--- config.mk ---
export PLATFORM = sky130hd
export DESIGN_NAME = db_tone_generator
export DESIGN_NICKNAME = d
export VERILOG_FILES = /design/src/rtl/audio_pkg.sv /design/src/rtl/db_amp_ramp.sv /design/src/rtl/db_tone_generator.sv
export SDC_FILE = /design/constraint.sdc
export NUM_CORES = 1
export LEC_CHECK = 0
export CAP_MARGIN = 20
export CORE_MARGIN = 8
export CORE_UTILIZATION = 45
export CTS_CLUSTER_DIAMETER = 100
export CTS_CLUSTER_SIZE = 28
export DETAILED_ROUTE_END_ITERATION = 7
export GPL_ROUTABILITY_DRIVEN = 0
export PLACE_DENSITY = 0.71
export SYNTH_ARGS = -nofsm -noshare
export SYNTH_HDL_FRONTEND = slang
export SYNTH_HIERARCHICAL = 1
export SYNTH_SLANG_ARGS = --single-unit
--- constraint.sdc ---
create_clock -name clk -period 10.5 [get_ports clk]
set_clock_uncertainty 0.2 [all_clocks]
set_input_delay 3.15 -clock clk [delete_from_list [all_inputs] [get_ports clk]]
set_output_delay 3.15 -clock clk [all_outputs]
set_load 0.01 [all_outputs]
--- src/rtl/audio_pkg.sv ---
// -----------------------------------------------------------------------------
// audio_pkg
// Types and constants shared by the tone generator and the level-metering path.
//   sample_t      : signed 16-bit audio sample
//   DB_THRESH_*   : dB breakpoints (30, 40, 50, 60, 70); the meter uses the same set
//   AMP_LEVEL_*   : peak amplitude for each dB band
//   tone_state_t  : tone generator control states
//   db_to_amp()   : dB code -> peak amplitude
// -----------------------------------------------------------------------------
package audio_pkg;

    typedef logic signed [15:0] sample_t;

    localparam logic [15:0] DB_THRESH_0 = 16'd30;
    localparam logic [15:0] DB_THRESH_1 = 16'd40;
    localparam logic [15:0] DB_THRESH_2 = 16'd50;
    localparam logic [15:0] DB_THRESH_3 = 16'd60;
    localparam logic [15:0] DB_THRESH_4 = 16'd70;

    localparam logic [15:0] AMP_LEVEL_0 = 16'd50;
    localparam logic [15:0] AMP_LEVEL_1 = 16'd300;
    localparam logic [15:0] AMP_LEVEL_2 = 16'd1200;
    localparam logic [15:0] AMP_LEVEL_3 = 16'd5000;
    localparam logic [15:0] AMP_LEVEL_4 = 16'd14000;
    localparam logic [15:0] AMP_LEVEL_5 = 16'd28000;

    localparam logic [15:0] LFSR_SEED = 16'hACE1;

    typedef enum logic [1:0] {
        ST_IDLE = 2'd0,
        ST_RUN  = 2'd1,
        ST_RAMP = 2'd2
    } tone_state_t;

    function automatic logic [15:0] db_to_amp(input logic [15:0] db);
        logic [15:0] amp;
        if (db <= DB_THRESH_0)      amp = AMP_LEVEL_0;
        else if (db <= DB_THRESH_1) amp = AMP_LEVEL_1;
        else if (db <= DB_THRESH_2) amp = AMP_LEVEL_2;
        else if (db <= DB_THRESH_3) amp = AMP_LEVEL_3;
        else if (db <= DB_THRESH_4) amp = AMP_LEVEL_4;
        else                        amp = AMP_LEVEL_5;
        return amp;
    endfunction

endpackage

--- src/rtl/db_amp_ramp.sv ---
// -----------------------------------------------------------------------------
// db_amp_ramp
// Holds the target amplitude (latched from a dB code) and the current amplitude,
// which slews toward the target by at most RAMP_STEP per sample tick.
//   clk, rst_n : clock, asynchronous active-low reset
//   db_load    : strobe; db_target is mapped and latched into the target
//   db_target  : requested level in dB
//   tick       : sample tick; the current amplitude takes one ramp step
//   amp_cur    : current amplitude (0..28000)
//   busy       : current amplitude differs from target
// -----------------------------------------------------------------------------
module db_amp_ramp #(
    parameter int RAMP_STEP = 64
) (
    input  logic        clk,
    input  logic        rst_n,
    input  logic        db_load,
    input  logic [15:0] db_target,
    input  logic        tick,
    output logic [15:0] amp_cur,
    output logic        busy
);
    import audio_pkg::*;

    localparam logic [15:0] STEP = 16'(RAMP_STEP);

    logic [15:0] r_amp_cur;
    logic [15:0] r_amp_tgt;
    logic        w_up;
    logic [15:0] w_gap;
    logic [15:0] w_amp_next;

    assign w_up  = (r_amp_tgt > r_amp_cur);
    assign w_gap = w_up ? (r_amp_tgt - r_amp_cur) : (r_amp_cur - r_amp_tgt);

    // Final step lands exactly on the target, so the ramp never overshoots.
    always_comb begin
        // NOTE: every always_comb output gets a default first so no path can infer a latch.
        w_amp_next = r_amp_tgt;
        if (w_gap > STEP) begin
            w_amp_next = w_up ? (r_amp_cur + STEP) : (r_amp_cur - STEP);
        end
    end

    // A load coinciding with a tick: the tick steps toward the old target,
    // because both registers update on the same edge.
    always_ff @(posedge clk or negedge rst_n) begin
        // NOTE: state uses non-blocking assignments and an async reset; every register here is reset.
        if (!rst_n) begin
            r_amp_cur <= '0;
            r_amp_tgt <= '0;
        end else begin
            if (tick)    r_amp_cur <= w_amp_next;
            if (db_load) r_amp_tgt <= db_to_amp(db_target);
        end
    end

    assign amp_cur = r_amp_cur;
    assign busy    = (r_amp_cur != r_amp_tgt);

endmodule

--- src/rtl/db_tone_generator.sv ---
// -----------------------------------------------------------------------------
// db_tone_generator
// Triangle-tone audio source at a requested dB level for self-test/calibration.
// A divider produces one sample tick every CLK_DIV clocks; each tick advances
// the phase accumulator and ramps the amplitude. Samples leave through a short
// pipeline, 2 cycles after their tick.
//   clk, rst_n  : clock, asynchronous active-low reset
//   enable      : 1 = generate samples, 0 = stream halted (phase/amplitude held)
//   db_target   : requested level in dB; latched on db_load (any state)
//   db_load     : single-cycle load strobe
//   tone_step   : phase increment per sample
//   audio_data  : signed sample, valid while data_valid is high
//   data_valid  : one-cycle sample strobe
//   busy        : amplitude still ramping toward target
// Build option: define DB_TONE_DITHER_EN to add +/-1 LFSR dither to each sample.
// -----------------------------------------------------------------------------
module db_tone_generator #(
    parameter int CLK_DIV   = 1134,
    parameter int RAMP_STEP = 64
) (
    input  logic        clk,
    input  logic        rst_n,
    input  logic        enable,
    input  logic [15:0] db_target,
    input  logic        db_load,
    input  logic [15:0] tone_step,
    output logic [15:0] audio_data,
    output logic        data_valid,
    output logic        busy
);
    import audio_pkg::*;

    localparam logic [15:0] DIV_LAST = 16'(CLK_DIV - 1);

    tone_state_t        r_state;
    tone_state_t        w_state_next;
    logic [15:0]        r_div_cnt;
    logic [15:0]        r_phase;
    logic               r_s1_valid;
    sample_t            r_s1_tri_s;
    sample_t            r_audio;
    logic               r_valid;

    logic               w_run;
    logic               w_tick;
    logic               w_busy;
    logic [15:0]        w_amp_cur;
    logic [14:0]        w_tri;
    sample_t            w_tri_s;
    logic signed [31:0] w_tri_ext;
    logic signed [31:0] w_amp_ext;
    logic signed [31:0] w_product;
    logic signed [31:0] w_out;

    // ---------------- control ----------------
    always_ff @(posedge clk or negedge rst_n) begin
        if (!rst_n) r_state <= ST_IDLE;
        else        r_state <= w_state_next;
    end

    always_comb begin
        w_state_next = r_state;
        case (r_state)
            ST_IDLE: if (enable) w_state_next = ST_RUN;
            ST_RUN: begin
                if (!enable)     w_state_next = ST_IDLE;
                else if (w_busy) w_state_next = ST_RAMP;
            end
            ST_RAMP: begin
                if (!enable)      w_state_next = ST_IDLE;
                else if (!w_busy) w_state_next = ST_RUN;
            end
            default: w_state_next = ST_IDLE;
        endcase
    end

    // The divider only runs once the FSM has left IDLE, so the first tick after
    // enable rises lands CLK_DIV cycles later.
    assign w_run  = (r_state != ST_IDLE);
    assign w_tick = w_run && enable && (r_div_cnt == DIV_LAST);

    always_ff @(posedge clk or negedge rst_n) begin
        if (!rst_n) begin
            r_div_cnt <= '0;
            r_phase   <= '0;
        end else begin
            if (w_run && enable) r_div_cnt <= w_tick ? 16'd0 : (r_div_cnt + 16'd1);
            else                 r_div_cnt <= '0;
            if (w_tick)          r_phase   <= r_phase + tone_step;
        end
    end

    db_amp_ramp #(
        .RAMP_STEP (RAMP_STEP)
    ) u_amp_ramp (
        .clk       (clk),
        .rst_n     (rst_n),
        .db_load   (db_load),
        .db_target (db_target),
        .tick      (w_tick),
        .amp_cur   (w_amp_cur),
        .busy      (w_busy)
    );

    // ---------------- datapath ----------------
    // Triangle from the pre-increment phase: folds the upper half back down,
    // then centres 0..32767 around zero.
    assign w_tri   = r_phase[15] ? ~r_phase[14:0] : r_phase[14:0];
    assign w_tri_s = $signed({1'b0, w_tri}) - 16'sd16384;

    // Multiply uses the amplitude after this tick's ramp step.
    assign w_tri_ext = {{16{r_s1_tri_s[15]}}, r_s1_tri_s};
    assign w_amp_ext = {16'd0, w_amp_cur};
    assign w_product = w_tri_ext * w_amp_ext;

`ifdef DB_TONE_DITHER_EN
    logic [15:0] r_lfsr;
    logic        r_s1_dith;
    logic        w_lfsr_fb;

    // Fibonacci LFSR, taps 16,14,13,11 (right-shifting form).
    assign w_lfsr_fb = r_lfsr[0] ^ r_lfsr[2] ^ r_lfsr[3] ^ r_lfsr[5];

    always_ff @(posedge clk or negedge rst_n) begin
        if (!rst_n) begin
            r_lfsr    <= LFSR_SEED;
            r_s1_dith <= 1'b0;
        end else if (w_tick) begin
            r_lfsr    <= {w_lfsr_fb, r_lfsr[15:1]};
            r_s1_dith <= r_lfsr[0];
        end
    end

    // |tri_s*amp>>>14| <= 28000, so +/-1 stays well inside 16 bits.
    assign w_out = (w_product >>> 14) + (r_s1_dith ? 32'sd1 : -32'sd1);
`else
    assign w_out = w_product >>> 14;
`endif

    // Dropping enable kills both pipeline stages; audio_data keeps its last value.
    always_ff @(posedge clk or negedge rst_n) begin
        if (!rst_n) begin
            r_s1_valid <= 1'b0;
            r_s1_tri_s <= '0;
            r_valid    <= 1'b0;
            r_audio    <= '0;
        end else begin
            r_s1_valid <= w_tick;
            if (w_tick) r_s1_tri_s <= w_tri_s;
            r_valid    <= r_s1_valid && enable;
            if (r_s1_valid && enable) r_audio <= sample_t'(w_out[15:0]);
        end
    end

    assign audio_data = r_audio;
    assign data_valid = r_valid;
    assign busy       = w_busy;

endmodule
==> impl_metrics.json <==
{
  "status": "complete, no violations",
  "grt_pass1_wl_mm": 57.5,
  "ant_nets": 0,
  "min_path_cells": 2,
  "slowest_delay_ns": 0.83,
  "drc": 0,
  "drive_gt1_share_pct": 2.36,
  "die_w_um": 197,
  "via_count": 11300,
  "arrival_ns": 7.38,
  "yosysUniqueCellTypes": 70,
  "synth_edf_count": 0,
  "timing.final.crit_share_pct": 69.2,
  "setup_tns_ns": 0,
  "synth-main-ff-cell": "dfrtp_1",
  "hold-path-endpoint": "audio_data[1]",
  "async_reset_ff_share_pct": 100,
  "ys_seq_elements": 93,
  "path_common_cell": "fa_1",
  "maxCapViolCount": 0,
  "drv_slew": 0,
  "powerDensity_mw_per_mm2": 54.0,
  "cts-htree-levels": 3,
  "final_util_pct": 49.2,
  "netlist_area_mm2": 0.0147,
  "die_area_mm2": 0.0387,
  "drtIter0Drc": 599,
  "syn_nets": 2069,
  "holdBufCountCts": 0,
  "via_per_inst": 5.29,
  "clk_path_buf_depth": 2,
  "end_kind": "register",
  "die_h_um": 197,
  "rr_worst_depth": 20,
  "cts_sinks": 93,
  "rsz0062_at_grt": "no",
  "final.min_clock_period_ns": 7.27,
  "vdd_drop_max_uv": 75.1,
  "slowest_stage": "dfrtp_1",
  "synth_largest_area_cell": "fa_1",
  "hpwl_mm": 26.6,
  "antenna_cells": 0,
  "nNetsFinal": 2075,
  "power.leakage_nw": 8.03,
  "regToRegEndpoint": "audio_data[15]",
  "ioPinCount": 54,
  "syn_inst": 1682,
  "start_util_pct": 45.4,
  "path_clk_slew_ns": 0.08,
  "worstHoldStart": "audio_data[1]",
  "root_buffer": "clkbuf_16",
  "worstSetupPathType": "register to register",
  "cts-buffers-inserted": 9,
  "post_cts_buffers": 0,
  "ys_top_cells_by_area": "fa_1 (27%), dfrtp_1 (16%), ha_1 (13%), inv_1 (7.3%), and2_1 (5.4%)",
  "cts_resized": 0,
  "track_usage_pct": 18.0,
  "clk_latency_ns": 0.37,
  "grt_pass1_vias": 11800,
  "dr.pass1.iters": 7,
  "finalWirelength_mm": 33.3,
  "cp.required_ns": 10.61,
  "cp-start-kind": "register",
  "avgRoutedWirePerCell_um": 15.6,
  "relSlewSlack_pct": 46.4,
  "fmax_mhz": 138,
  "synth_warnings": 6,
  "synth_top_area_share_pct": 26.7,
  "setup_viol": 0,
  "r2r_slack_ns": 3.23,
  "tightest_slew_ns": 0.805,
  "grt_max_degree": 78,
  "synth_seq_area_share_pct": 15.9,
  "r2r-start": "r_s1_tri_s[14]",
  "hold_viol_final": 0,
  "area_delta_synth_final_pct": 8.41,
  "grt-ovfl-total": 0,
  "antenna_found_initial": 0,
  "port_buffers": 53,
  "core_mm2": 0.0324,
  "path_cells": "nand2b_1 -> fa_1 -> fa_1 -> inv_1 -> fa_1 -> fa_1 -> fa_1 -> inv_1 -> fa_1 -> inv_1 -> ha_1 -> a222oi_1 -> o21ai_1 -> or4_1 -> a21o_1 -> o211ai_2 -> o21ai_4 -> a2111o_1 -> or4_1 -> nand3_1",
  "critPathMaxFanout": 24,
  "tritoncts": "done",
  "num_rows": 66,
  "synth.avg_cell_area_um2": 8.73,
  "hold_class": "register to register"
}
synthesized netlist by cell type, drive strengths merged, types with 4 or more instances:
cell and instances:
o41ai 9, a211oi 13, nor2b 6, or3 9, o21ai 74, nor4 6, a21oi 55, o21bai 6
a31oi 11, o22ai 9, nand2 207, a311o 4, xor2 33, nand2b 20, mux2i 8, or4 7
and2 126, a21o 31, dfrtp 93, o21a 9, xnor2 46, ha 155, nor3 12, clkbuf 59
fa 196, nand3 28, and3 10, o211ai 9, nand4 13, buf 7, nor2 77, inv 284
layout by cell type, fill, tap and decap left out, drive strengths merged, types with 11 or more instances in the layout:
| master | n |
|---|---|
| inv | 288 |
| nand4 | 13 |
| and2 | 126 |
| fa | 196 |
| nor2 | 77 |
| o21ai | 74 |
| xnor2 | 46 |
| dfrtp | 93 |
| clkdlybuf4s50 | 52 |
| xor2 | 33 |
| a21o | 31 |
| a21oi | 55 |
| nand2 | 207 |
| nand3 | 28 |
| a211oi | 13 |
| nand2b | 20 |
| a31oi | 11 |
| nor3 | 12 |
| ha | 155 |
flip-flops by register name (all words and copies together) (netlist names):
name                  count
audio_data               16
r_div_cnt                16
r_phase                  16
r_s1_tri_s               15
u_amp_ramp/amp_cur       15
u_amp_ramp/r_amp_tgt     11
r_state                   2
data_valid                1
r_s1_valid                1
critical path, delay by kind of cell, from the launching register on:
family,cells,cell delay [ns]
fa+ha+maj,7,3.49
compound gates,6,1.39
simple gates,4,1.14
buf+inv,3,0.15
flops,1,0.83
how the worst max path moves through the flow:
stage | cells after the start | slack (ns) | endpoint | startpoint
final | 20 | 3.23 | audio_data[15] | r_s1_tri_s[14]
after global routing | 20 | 2.74 | audio_data[15] | r_s1_tri_s[14]
after CTS | 20 | 3.23 | audio_data[15] | r_s1_tri_s[14]
after detailed placement | 20 | 3.24 | audio_data[15] | r_s1_tri_s[14]
after global placement | 20 | 3.45 | audio_data[15] | r_s1_tri_s[14]
after floorplan | 22 | 3.72 | audio_data[15] | r_s1_tri_s[9]
through the flow:
step                      cell area [µm²]  instances  setup WS [ns]  power, mW  hold slack [ns]
after floorplan                     14700       1682           3.72      0.455            0.281
after global placement              15500       2117           3.45      0.494            0.262
after detailed placement            15500       2117           3.24      0.497            0.274
after CTS                           15900       2133           3.23      0.867            0.291
after global routing                15900       2135           2.74      0.892            0.318
final                               15900       2135           3.23      0.860            0.286
kinds of logic after synthesis:
| kind of cell | Yosys count | synth area share, % |
|---|---|---|
| XOR/XNOR | 79 | 4.71 |
| AO/OA/AOI/OAI | 258 | 11.4 |
| other | 1 | 0.0255 |
| flip-flops | 93 | 15.9 |
| AND/OR/NAND/NOR | 537 | 18.1 |
| adder cells (fa/ha/maj) | 351 | 39.9 |
| buffers and inverters | 352 | 9.18 |
| multiplexers | 11 | 0.775 |
area by class of cell:
type                       count  area, µm²
multi-input combinational   1237      11000
sequential                    93       2330
clock buffer                   9        225
tap                          442        553
fill                        3097      16500
clock inverter                 7       97.6
timing repair buffer          61        628
inverter                     286       1070
layer usage:
| metal | track usage, % | up-vias | wire [µm] |
|---|---|---|---|
| met5 | 0 | - | 0 |
| met4 | 7.69 | 0 | 1080 |
| met3 | 1.88 | 59 | 1330 |
| met2 | 31.1 | 281 | 16800 |
| met1 | 22.6 | 5558 | 14100 |
| li1 | - | 5406 | - |
where the power goes:
group / leakage (nW) / internal, mW / switching (mW)
registers: 1.25 / 0.362 / 0.00504
logic: 6.62 / 0.0509 / 0.0758
clock network: 0.159 / 0.193 / 0.174
Power figures use the tool's default switching activity.
